$ cat src/rtl/booth_mult_seq.sv
// Sequential signed WIDTH x WIDTH multiplier using radix-2 Booth recoding.
// One Booth step per cycle through a WIDTH+1 bit CLA built from 4-bit slices.
module booth_mult_seq #(
   parameter int WIDTH = 32
) (
   input  logic                 clk,
   input  logic                 rst,
   input  logic                 start,
   input  logic [WIDTH-1:0]     a,
   input  logic [WIDTH-1:0]     b,
   output logic                 ready,
   output logic                 busy,
   output logic                 done,
   output logic [2*WIDTH-1:0]   product
);

   localparam int AW = WIDTH + 1;
   localparam int NG = (AW + 3) / 4;
   localparam int CW = $clog2(WIDTH);

   typedef enum logic [1:0] {
      ST_IDLE = 2'd0,
      ST_RUN  = 2'd1,
      ST_DONE = 2'd2
   } state_t;

   state_t              state_reg;
   state_t              state_next;

   logic [AW-1:0]       m_reg;
   logic [AW-1:0]       acc_reg;
   logic [WIDTH-1:0]    q_reg;
   logic                q1_reg;
   logic [CW-1:0]       count_reg;
   logic [2*WIDTH-1:0]  product_reg;

   logic [1:0]          booth_op;
   logic [AW-1:0]       addend;
   logic                sub;
   logic [AW-1:0]       prop;
   logic [AW-1:0]       gen;
   logic [NG-1:0]       blk_p;
   logic [NG-1:0]       blk_g;
   logic [AW-1:0]       sum;
   logic                blk_c;
   logic                bit_c;
   logic [AW-1:0]       acc_shift;
   logic [WIDTH-1:0]    q_shift;
   logic                q1_shift;
   logic                last_iter;

   // Booth recoding: 10 subtracts M (as ~M with carry-in 1), 01 adds M, else adds 0.
   always_comb begin
      booth_op = {q_reg[0], q1_reg};
      addend   = '0;
      sub      = 1'b0;
      case (booth_op)
         2'b01: addend = m_reg;
         2'b10: begin
            addend = ~m_reg;
            sub    = 1'b1;
         end
         default: addend = '0;
      endcase
   end

   assign prop = acc_reg ^ addend;
   assign gen  = acc_reg & addend;

   // Per-slice group propagate/generate; missing top bits pad as pure propagate.
   generate
      for (genvar gi = 0; gi < NG; gi++) begin : g_slice
         logic [3:0] sp;
         logic [3:0] sg;
         for (genvar bj = 0; bj < 4; bj++) begin : g_bit
            if (4 * gi + bj < AW) begin : g_live
               assign sp[bj] = prop[4*gi+bj];
               assign sg[bj] = gen[4*gi+bj];
            end else begin : g_pad
               assign sp[bj] = 1'b1;
               assign sg[bj] = 1'b0;
            end
         end
         assign blk_p[gi] = &sp;
         assign blk_g[gi] = sg[3] | (sp[3] & sg[2]) | (sp[3] & sp[2] & sg[1])
                          | (sp[3] & sp[2] & sp[1] & sg[0]);
      end
   endgenerate

   // Slice carry-ins come from block lookahead; carries inside a slice are local.
   always_comb begin
      sum   = '0;
      blk_c = sub;
      bit_c = 1'b0;
      for (int s = 0; s < NG; s++) begin
         bit_c = blk_c;
         for (int k = 0; k < 4; k++) begin
            if (4 * s + k < AW) begin
               sum[4*s+k] = prop[4*s+k] ^ bit_c;
               bit_c      = gen[4*s+k] | (prop[4*s+k] & bit_c);
            end
         end
         blk_c = blk_g[s] | (blk_p[s] & blk_c);
      end
   end

   assign acc_shift = {sum[AW-1], sum[AW-1:1]};
   assign q_shift   = {sum[0], q_reg[WIDTH-1:1]};
   assign q1_shift  = q_reg[0];
   assign last_iter = (count_reg == CW'(WIDTH - 1));

   always_ff @(posedge clk) begin
      if (rst) begin
         state_reg <= ST_IDLE;
      end else begin
         state_reg <= state_next;
      end
   end

   always_comb begin
      state_next = state_reg;
      case (state_reg)
         ST_IDLE: if (start) state_next = ST_RUN;
         ST_RUN:  if (last_iter) state_next = ST_DONE;
         ST_DONE: state_next = ST_IDLE;
         default: state_next = ST_IDLE;
      endcase
   end

   always_comb begin
      ready = (state_reg == ST_IDLE);
      busy  = (state_reg == ST_RUN);
      done  = (state_reg == ST_DONE);
   end

   always_ff @(posedge clk) begin
      if (rst) begin
         m_reg       <= '0;
         acc_reg     <= '0;
         q_reg       <= '0;
         q1_reg      <= 1'b0;
         count_reg   <= '0;
         product_reg <= '0;
      end else begin
         case (state_reg)
            ST_IDLE: begin
               if (start) begin
                  m_reg     <= {a[WIDTH-1], a};
                  acc_reg   <= '0;
                  q_reg     <= b;
                  q1_reg    <= 1'b0;
                  count_reg <= '0;
               end
            end
            ST_RUN: begin
               acc_reg   <= acc_shift;
               q_reg     <= q_shift;
               q1_reg    <= q1_shift;
               count_reg <= count_reg + 1'b1;
               // Product is captured from the post-shift values of the final step.
               if (last_iter) begin
                  product_reg <= {acc_shift[WIDTH-1:0], q_shift};
               end
            end
            default: begin
            end
         endcase
      end
   end

   assign product = product_reg;

endmodule

$ cat config.mk
export PLATFORM = sky130hd
export DESIGN_NAME = booth_mult_seq
export DESIGN_NICKNAME = d
export VERILOG_FILES = /design/src/rtl/booth_mult_seq.sv
export SDC_FILE = /design/constraint.sdc
export NUM_CORES = 1
export LEC_CHECK = 0
export ABC_AREA = 1
export ABC_CLOCK_PERIOD_IN_PS = 5600
export CAP_MARGIN = 20
export CORE_MARGIN = 2
export CORE_UTILIZATION = 57
export DETAILED_ROUTE_END_ITERATION = 10
export PLACE_DENSITY = 0.85
export SLEW_MARGIN = 10
export SYNTH_ARGS = -nofsm -noshare
export SYNTH_HDL_FRONTEND = slang
export SYNTH_SLANG_ARGS = --single-unit
$ cat constraint.sdc
create_clock -name clk -period 5.6 [get_ports clk]
set_input_delay 1.12 -clock clk [delete_from_list [all_inputs] [get_ports clk]]
set_output_delay 1.12 -clock clk [all_outputs]
set_load 0.05 [all_outputs]
# Word level (Yosys, flattened, before mapping)
# Index checks and enable logic that the tools add are counted.
[word_totals]
latch_bits = 0
out_inout_bits = 67
mem_count = 0
ram_bits = 0
reg_bits = 169
rom_bits = 0
[classes]
div_mod_pow = 0
eq_ne = 7
mul = 0
muxes = 13
n_shift = 0
n_bitwise = 164
reduce_logical = 14
order_cmp = 0
addsub = 1
[ops]
columns = ["operator", "n"]
rows = [
  ["33-bit case mux with 2 select lines", 2],
  ["1-bit AND", 72],
  ["32-bit case mux with 2 select lines", 1],
  ["1-bit bitwise OR", 56],
  ["33-bit two-way mux", 1],
  ["33-bit inverter", 1],
  ["1-bit XOR", 33],
  ["33-bit XOR", 1],
  ["32-bit AND", 1],
  ["32-bit two-way mux", 1],
  ["4-bit AND reduction", 8],
  ["5-bit case mux with 2 select lines", 1],
  ["2-bit AND reduction", 4],
  ["5-bit by 1-bit adder with 5-bit output, second input constant", 1],
  ["5-bit equality test, second input constant", 1],
  ["5-bit two-way mux", 1],
  ["2-bit by 1-bit equality test with 1-bit output, second input constant", 2],
  ["2-bit equality test, second input constant", 2],
  ["2-bit two-way mux", 2],
  ["2-bit case mux with 2 select lines", 1],
  ["2-bit logical NOT", 1],
  ["1-bit two-way mux", 2],
  ["2-bit by 1-bit != test with 1-bit output, second input constant", 1],
  ["2-bit != test, second input constant", 1],
  ["other kinds (2)", 2],
]

# Longest topological paths before layout
[depth]
ltp_word = 28
depth_mapped = 30
mapped_depth_nobuf = 30

# Least setup slack after synthesis
# Ideal clock, no wire load.
[synth_timing]
path_kind = "reg-to-reg"
startpoint = "register q1_reg"
endpoint = "register acc_reg[25]"
setup_slack_ps = 1871
arrival_ps = 3658
stages_incl_launch_ff = 26
synth_period_minus_slack_ps = 3729
n_path_buf = 1
setup_ps = 71
t_required_ps = 5529
cell_sequence = "dfxtp_1 -> inv_1 -> nand2_1 -> clkbuf_1 -> nand2_1 -> o21ai_0 -> inv_1 -> ha_1 -> nand3_1 -> nor2_1 -> nand2_1 -> nand2_1 -> nand2_1 -> nand2_1 -> nand2_1 -> nand2_1 -> nand2_1 -> nand2_1 -> nand2_1 -> nand2_1 -> inv_1 -> fa_1 -> fa_1 -> fa_1 -> or2_2 -> a21oi_1"
[synth_between]
elab_chain_cells = 24
word_cells_on_any_way = 78
classes_between = "eq/ne: 2; mux: 3; bitwise: 67; reduce/logical: 6"
[synth_lines]
columns = ["item", "line_no", "rtl"]
rows = [
  ["start, declared", "33", "logic q1_reg;"],
  ["start signal, assigned", "158", "q1_reg <= q1_shift;"],
  ["2-bit equality test or 2-bit by 1-bit equality test with 1-bit output (tied branches)", "57", "case (booth_op)"],
  ["33-bit case mux with 2 select lines", "57", ""],
  ["33-bit XOR or 32-bit AND (tied branches)", "67, 68", ""],
  ["1-bit AND (on tied branches)", "85, 86", ""],
  ["1-bit bitwise OR, or another cell as far along", "85", "assign blk_g[gi] = sg[3] | (sp[3] & sg[2]) | (sp[3] & sp[2] & sg[1])"],
  ["1-bit bitwise OR or 1-bit AND (tied branches)", "85, 86", ""],
  ["1-bit bitwise OR", "86", "| (sp[3] & sp[2] & sp[1] & sg[0]);"],
  ["1-bit bitwise OR", "103", "blk_c = blk_g[s] | (blk_p[s] & blk_c);"],
  ["[8 not listed]", "--", ""],
  ["1-bit AND", "103", ""],
  ["1-bit bitwise OR", "103", ""],
  ["1-bit AND", "100", "bit_c = gen[4*s+k] | (prop[4*s+k] & bit_c);"],
  ["1-bit bitwise OR", "100", ""],
  ["1-bit AND", "100", ""],
  ["1-bit bitwise OR", "100", ""],
  ["1-bit XOR (*)", "99", "sum[4*s+k] = prop[4*s+k] ^ bit_c;"],
  ["33-bit case mux with 2 select lines (*)", "145", "case (state_reg)"],
  ["end signal, assigned", "156", "acc_reg <= acc_shift;"],
  ["end, declared", "31", "logic [AW-1:0] acc_reg;"],
]
# Mark *: on every way between the ends. The rest lies on a longest branch, timed or not.
# A chain may end at the register's enable or synchronous reset.

# Worst setup path after layout
# Same ends and word-level chain as after synthesis.

==> flow_summary.toml <==
[layout]
final_common_cell = "nand2_1"
nets = 1254
largest_register_ffs = 64
most-common-layout-cells = "nand2_1, dfxtp_1, clkdlybuf4s50_1"
area_growth_pct = 26.1
antenna_cells = 0
drive_above_1_share = 0.0665

[cts]
cts_root_buf = "clkbuf_16"
cts_buffer_depth = 2
clk_pin_slew_ns = 0.07
clkLatencyLatePin_ns = 0.44
numCtsBuffers = 17
htreeDepth = 4
tritoncts = "yes"
ctsResizeCount = 0
cts_sinks = 168
holdBufCountCts = 0
cts_setup_buffers = 0

[drt]
ant_nets = 0
dr_total_vias = 7141
route.detailed.drc = 0
finalWirelength_um = 20000
drt_iter0_markers = 422
dr.pass1.iters = 5
wl_per_cell_um = 15.2
viasPerCell = 5.42

[logic_synthesis]
ys.flop_type = "dfxtp_1"
synth_area_per_cell_um2 = 7.64
synth_top_area_share = 0.428
synthesis.area_um2 = 7860
synth-edff-count = 0
yosys_warnings = 0
synth_nets = 1154
ys_seq_elements = 168
syn_inst = 1029
synth_cell_types = 28
yosys.area.top_type = "dfxtp_1"
synthArstFlopShare = 0
synth-seq-area-share = 0.428
yosys-top-cells-area = "dfxtp_1, nand2_1, o21ai_0"

[grt]
grt_pass1_wl_um = 33000
grt_use_total = 0.285
grt_overflow = 0
antenna_found_initial = 0
first_global_vias = 6969
grt_max_degree = 69

[pwr]
clkPwrFrac = 0.428
p_switching_w = 0.000787
leakagePower_nw = 4.11
p_int_w = 0.00225
powerDensity_nw_per_um2 = 306
vdd_drop_max_mv = 0.217
switching_share = 0.259
combPwrFrac = 0.144
power_frac_seq = 0.428

[outcome]
status = "completed"

[timing]
layout_setup_ws_ns = 1.05
max_slew_margin = 0.334
final_max_slew_viol_count = 0
tightest_slew_ns = 0.995
whs_ns = 0.463
setup_viol = 0
final_hold_viol_count = 0
finClkSkew_ns = 0.0120
period_needed_ns = 4.55
fmax_mhz = 220
final.setup.tns_ns = 0
grt_setup_unrepaired = "false"
min_period_over_period = 0.813

[placed_design]
routabilityCongestion = 0.854
dp_slack_ns = 1.11
io_buffers = 133
hpwl_um = 12400

[worst_setup_path]
startpoint_type = "flip-flop"
critPathBufInv = 3
endpoint_kind = "flip-flop"
crit_fanout = 25
crit_type = "flip-flop to flip-flop"
cpPeakStageDelay_ns = 0.63
cpMaxStageDelayCell = "nand2_1"
required_ns = 5.96
arrival_ns = 4.91
cp-startpoint = "q1_reg$_SDFFE_PP0P_"
timing.critical_path.max_delay_family = "simple AND/OR/NAND/NOR gates"
path_common_cell = "nand2_1"
r2r_start = "q1_reg$_SDFFE_PP0P_"

[floorplan]
die_w_um = 121
rows = 42
die_h_um = 121
initial_core_util = 0.589
dieArea_um2 = 14700
ios = 134
core_um2 = 13300

[worst_hold_path]
worstHoldStart = "q_reg[12]$_SDFFE_PP0P_"
holdCritPathClass = "flip-flop to flip-flop"

[job]
drv_cap = 0
==> final cells by class <==
cell class	count	area (um^2)
fillers	1042	3430
inverters	108	407
well taps	176	220
clock buffers	21	460
repair buffers	145	1420
flip-flops and latches	168	3360
clock inverters	11	195
multi-input cells	689	3850
==> path summary, 6_finish.rpt <==
| check | end | slack, ns | depth (start not counted) |
|---|---|---|---|
| min reg2reg | product[11]$_SDFFE_PP0P_ | 0.46 | 2 |
| min | product[11]$_SDFFE_PP0P_ | 0.46 | 2 |
| max | acc_reg[25]$_SDFFE_PP0P_ | 1.05 | 26 |
| max reg2reg | acc_reg[25]$_SDFFE_PP0P_ | 1.05 | 26 |
==> cell usage after synthesis (2+ instances only) <==
master	count
nand2_1	257
dfxtp_1	168
o21ai_0	126
inv_1	106
a21oi_1	73
nand3_1	63
clkbuf_1	58
a31oi_1	35
nor2_1	35
ha_1	34
fa_1	24
or2_2	23
xnor2_1	7
buf_1	4
a21oi_2	2
a221oi_1	2
==> power groups by stage <==
stage	Sequential, W	Clock (W)	Combinational (W)
3_5_place_dp	0.00132	0	0.000431
3_3_place_gp	0.00132	0	0.000417
4_1_cts	0.00130	0.00130	0.000437
2_1_floorplan	0.00131	0	0.000301
5_1_grt	0.00131	0.00136	0.000502
6_report	0.00130	0.00130	0.000438
==> routing by layer <==
| metal | global-route usage | wire [um] | vias to the layer above |
|---|---|---|---|
| met4 | 0.101 | 388 | 0 |
| met3 | 0.0846 | 1460 | 40 |
| met5 | 0 | 0 | - |
| met2 | 0.481 | 9740 | 238 |
| met1 | 0.345 | 8420 | 3324 |
| li1 | - | - | 3539 |
==> cell families (layout without fill, tap and decap cells) <==
group,after synthesis,after routing,synth area share
AOI/OAI and AO/OA,244,244,0.166
adders and majority gates,58,58,0.115
and+or+nand+nor,379,379,0.198
DFF,168,168,0.428
xor gates and xnor gates,8,8,0.00891
buffers and inverters,172,285,0.0836
==> per-stage QoR <==
stage	instances	power, W	utilization	cell area (um^2)
after global placement	1286	0.00174	0.694	9260
final	1318	0.00304	0.743	9910
after floorplan	1029	0.00161	-	7860
after global routing	1318	0.00316	0.743	9910
after CTS	1318	0.00304	0.743	9910
after detailed placement	1286	0.00175	0.694	9260
==> tightest hold or removal path, stage by stage (launching register included) <==
cell and delay [ns]:
dfxtp_1 0.32, nand2_1 0.06, nand2_1 0.04
Note: power is estimated with default switching activity, not from simulation.
